`config.mk`:
```
export PLATFORM = sky130hd
export DESIGN_NAME = inst_fetch
export DESIGN_NICKNAME = d
export VERILOG_FILES = /design/src/rtl/inst_fetch.sv
export SDC_FILE = /design/constraint.sdc
export NUM_CORES = 1
export LEC_CHECK = 0
export CORE_UTILIZATION = 37
export CTS_CLUSTER_SIZE = 16
export DETAILED_ROUTE_END_ITERATION = 12
export GPL_ROUTABILITY_DRIVEN = 0
export MAX_ROUTING_LAYER = met4
export PLACE_DENSITY = 0.83
export SYNTH_ARGS = -nofsm -noshare
export SYNTH_HDL_FRONTEND = slang
export SYNTH_SLANG_ARGS = --single-unit
```
`constraint.sdc`:
```
create_clock -name IF_CLK -period 1.74 [get_ports IF_CLK]
set_input_delay 0.348 -clock IF_CLK [delete_from_list [all_inputs] [get_ports IF_CLK]]
set_output_delay 0.348 -clock IF_CLK [all_outputs]
set_load 0.01 [all_outputs]
```
`src/rtl/inst_fetch.sv`:
```
// Instruction fetch sequencer: IDLE -> REQ -> WAIT handshake with instruction memory and PC load/redirect.
// Optional WAIT-state timeout with sticky error is enabled by defining IF_TIMEOUT_EN.
module inst_fetch #(
    parameter int unsigned TIMEOUT = 15
) (
    input  logic        IF_CLK,
    input  logic        IF_RST,
    input  logic [31:0] IF_PC,
    input  logic        IF_START,
    input  logic        IF_REDIRECT,
    input  logic [31:0] IF_TARGET,
    output logic [31:0] IF_MEM_ADDR,
    output logic        IF_MEM_RDEN,
    input  logic [31:0] IF_MEM_DOUT,
    input  logic        IF_MEM_VALID,
    output logic [31:0] IF_IR,
    output logic        IF_IR_VALID,
    output logic [31:0] IF_NEXT_PC,
    output logic        IF_PC_LD,
    output logic        IF_BUSY,
    output logic        IF_ERR
);

    localparam int unsigned CNT_W = 8;

    typedef enum logic [1:0] {
        S_IDLE = 2'd0,
        S_REQ  = 2'd1,
        S_WAIT = 2'd2
    } state_t;

    state_t state;

    // Elaboration-time guard on the timeout limit.
    if (TIMEOUT < 1 || TIMEOUT > 255) begin : g_bad_timeout
        $error("inst_fetch: TIMEOUT must be in 1..255");
    end

`ifdef IF_TIMEOUT_EN
    localparam logic [CNT_W-1:0] CNT_LAST = CNT_W'(TIMEOUT - 1);
    logic [CNT_W-1:0] cnt;
`endif

    always_ff @(posedge IF_CLK) begin
        if (IF_RST) begin
            state       <= S_IDLE;
            IF_MEM_ADDR <= 32'd0;
            IF_MEM_RDEN <= 1'b0;
            IF_IR       <= 32'd0;
            IF_IR_VALID <= 1'b0;
            IF_NEXT_PC  <= 32'd0;
            IF_PC_LD    <= 1'b0;
            IF_BUSY     <= 1'b0;
            IF_ERR      <= 1'b0;
`ifdef IF_TIMEOUT_EN
            cnt         <= '0;
`endif
        end else begin
            // Strobes are single-cycle unless re-asserted below.
            IF_MEM_RDEN <= 1'b0;
            IF_IR_VALID <= 1'b0;
            IF_PC_LD    <= 1'b0;
            case (state)
                S_IDLE: begin
                    if (IF_REDIRECT) begin
                        IF_NEXT_PC <= IF_TARGET;
                        IF_PC_LD   <= 1'b1;
                    end else if (IF_START) begin
                        IF_MEM_ADDR <= IF_PC;
                        IF_MEM_RDEN <= 1'b1;
                        IF_BUSY     <= 1'b1;
                        state       <= S_REQ;
                    end
                end
                S_REQ: begin
                    state <= S_WAIT;
`ifdef IF_TIMEOUT_EN
                    cnt   <= '0;
`endif
                end
                S_WAIT: begin
                    // Data arriving on the timeout edge still completes the fetch.
                    if (IF_MEM_VALID) begin
                        IF_IR       <= IF_MEM_DOUT;
                        IF_IR_VALID <= 1'b1;
                        IF_NEXT_PC  <= IF_MEM_ADDR + 32'd4;
                        IF_PC_LD    <= 1'b1;
                        IF_BUSY     <= 1'b0;
                        state       <= S_IDLE;
                    end
`ifdef IF_TIMEOUT_EN
                    else if (cnt == CNT_LAST) begin
                        IF_ERR  <= 1'b1;
                        IF_BUSY <= 1'b0;
                        state   <= S_IDLE;
                    end else begin
                        cnt <= cnt + CNT_W'(1);
                    end
`endif
                end
                default: begin
                    IF_BUSY <= 1'b0;
                    state   <= S_IDLE;
                end
            endcase
        end
    end

`ifndef IF_TIMEOUT_EN
    logic unused_cnt_w;
    assign unused_cnt_w = (CNT_W == 8);
`endif

endmodule

```
==> run metrics <==
status=finished, final reports clean; adder-cell share of the synthesized area=0.00286; DRC viols=0; ANT cells=0; Worst-Skew Late Latency=0.33 ns; CTS Sinks=102; critical path endpoint category=output pin; vias per inst=5.17; #FFs+latches synth=102; share of cells above drive strength 1=0.100; PortBufs=200; core region area=0.0115 mm²; Hold Path Stages=2; via count=4719; TritonCTS clock tree=built; Setup CP Type=flop to output pin; Max FO, Critical Path=6; Synthesis Warnings=0; biggest area consumer among synthesized cells=dfxtp_1; final period demand of the worst path=1.70 ns; r2r setup slk=0.10 ns; final setup vio count=0; Clock Path Buffers=2; max_cap viols=0; RSZ-0062 raised after global routing=no; Worst EP required=1.39 ns; XOR/XNOR Fraction of Synth Area=0.0521; Hold Vio Cnt, Final=0; postcts setup bufs=0; hold path start=IF_RST; row cnt=39; Worst Hold Path EP=IF_MEM_ADDR[9]; commonest non-fill, non-tap cells in the layout=192 x clkdlybuf4s50_1, 149 x nand2_1, 94 x dfxtp_1; share of the synthesized area in the top cell type=0.467; largest net degree at the start of global routing=41; post-synthesis cell area=0.00437 mm²; first-pass GRT wire length=22200 µm; instance area at placement=0.00678 mm²; Chip Height=111 µm; post-route ant nets=0; Die Wd=111 µm; crit start category=flop; FF-to-FF End=IF_NEXT_PC[24]; GRT Resource Usage Total=0.228; R2R cell count=5; sequential share of the synthesized area=0.467; cell area after layout=0.00710 mm²; Wirelength per Cell=15.4 µm; fillers=978; mux cell area share after synthesis=0.00229; H-tree Lvls=3; post-synthesis cell type count=45; Core Util, Final=0.619; complex-gate fraction of the synthesized area=0.173; Post-Route WL=14000 µm; dpl hpwl=10700 µm; Area Growth Syn to Fin=62.4%; initial core utilization=0.381; 1st-pass router iterations=5; initial antenna violation count=0; Slew Viols, Final=0; leakage=2.66 nW; CTS Buf Count=9; Achievable Freq=589 MHz; Synth area leaders=dfxtp_1 47%, nand2_1 13%, a21oi_1 10%; I/O pins=202; final net count=866; FF-to-FF Start=IF_MEM_ADDR[17]; Synthesized Nets=655; CTS Hold Bufs=0; Post-Synth Simple-Gate Area=0.255; Clock transition at path regs=0.07 ns; Post-Syn Instances=553; Final Cycle Share=0.977; post-route clock skew=0.0120 ns; DIE AREA=0.0123 mm²; largest family of logic cells by synthesized area=simple AND/OR/NAND/NOR gates; min-delay worst type=input pin to flop; Critical Path AT=1.35 ns; GR Overflow Total=0; DRT iter0 DRCs=259; syn avg cell area=7.90 µm²; Root Buffer=clkbuf_16; pwr/cell area=771 mW/mm²; Peak VDD IR=0.588 mV; commonest non-fill, non-tap cell in the layout=clkdlybuf4s50_1; vias in the first global route=4533
registers in the layout (all words and copies together) (netlist names):
name and count:
IF_PC_LD 1, IF_MEM_ADDR 32, IF_BUSY 1, IF_IR 32
state 2, IF_IR_VALID 1, IF_NEXT_PC 32, IF_MEM_RDEN 1
power by group:
part	internal [W]	switching (W)	total, W
registers	0.00244	0.0000818	0.00253
logic	0.000556	0.000405	0.000961
clock network	0.00112	0.000864	0.00198
total	0.00412	0.00135	0.00547
metrics by stage:
step                      total power (W)  cells  hold slack, ns  setup WS, ns  setup TNS, ns
after global routing              0.00569    912           0.334       0.00172              0
after global placement            0.00352    896           0.442        -0.208         -11.98
final                             0.00547    912           0.334        0.0408              0
after floorplan                   0.00293    553           0.476        0.0370              0
after detailed placement          0.00354    896           0.450        -0.229         -15.64
after CTS                         0.00551    912           0.329      0.000986              0
cell families after synthesis:
family | Yosys count
other | 1
adder cells (fa/ha/maj) | 1
AO/OA/AOI/OAI | 132
XOR/XNOR | 26
flip-flops | 102
multiplexers | 1
buffers and inverters | 49
AND/OR/NAND/NOR | 241
layer usage:
layer / track usage / vias to the layer above / wire, µm
li1: - / 2305 / -
met1: 0.272 / 2207 / 5860
met2: 0.393 / 178 / 7020
met3: 0.0372 / 29 / 792
met4: 0.0729 / 0 / 335
met5: - / - / 0
repair_timing:
item,CTS,global route
endpoints found under the hold margin,0,0
setup endpoints to repair,4,10
pin swaps,0,1
gates resized for setup,5,10
layout make-up:
type	count	area, µm²	share of cell area
inverters	7	26.3	0.00370
well taps	143	179	0.0252
flip-flops and latches	102	2050	0.289
multi-input cells	402	2150	0.302
repair buffers	242	2400	0.339
clock inverters	5	58.8	0.00828
clock buffers	11	233	0.0328
cells in the mapped netlist (all sizes together):
cell and count:
or4b 1, a31oi 1, and4 2, o41ai 1, a21oi 89, nor4 3
xnor2 10, a211o 4, clkbuf 24, inv 7, nand3 11, nand4 18
o211ai 2, or3 2, nand2b 2, and3 18, a32oi 1, mux2i 1
nand3b 1, buf 18, xor2 16, o21ai 9, and2 1, nor3 5
nor4b 1, a31o 1, ha 1, dfxtp 102, nor2 26, nor2b 1
conb 1, a311oi 3, o22ai 15, a211oi 5, nand2 149, a21o 1
worst max-delay path, cell delays in order (launching register included):
cell             delay (ns)
dfxtp_1                0.33
buf_4                  0.15
clkdlybuf4s50_1        0.54
worst max path at each step:
| stage | from | end | slack [ns] | depth (start not counted) |
|---|---|---|---|---|
| detailed placement | IF_REDIRECT | IF_MEM_ADDR[4] | -0.23 | 5 |
| global placement | IF_START | IF_MEM_ADDR[2] | -0.21 | 5 |
| global route | IF_MEM_ADDR[27] | IF_MEM_ADDR[27] | 0.002 | 1 |
| finish | IF_MEM_ADDR[16] | IF_MEM_ADDR[16] | 0.04 | 2 |
| CTS | IF_MEM_ADDR[25] | IF_MEM_ADDR[25] | 0.001 | 1 |
| floorplan | IF_MEM_ADDR[3] | IF_NEXT_PC[24] | 0.04 | 6 |
Power figures use the tool's default switching activity.
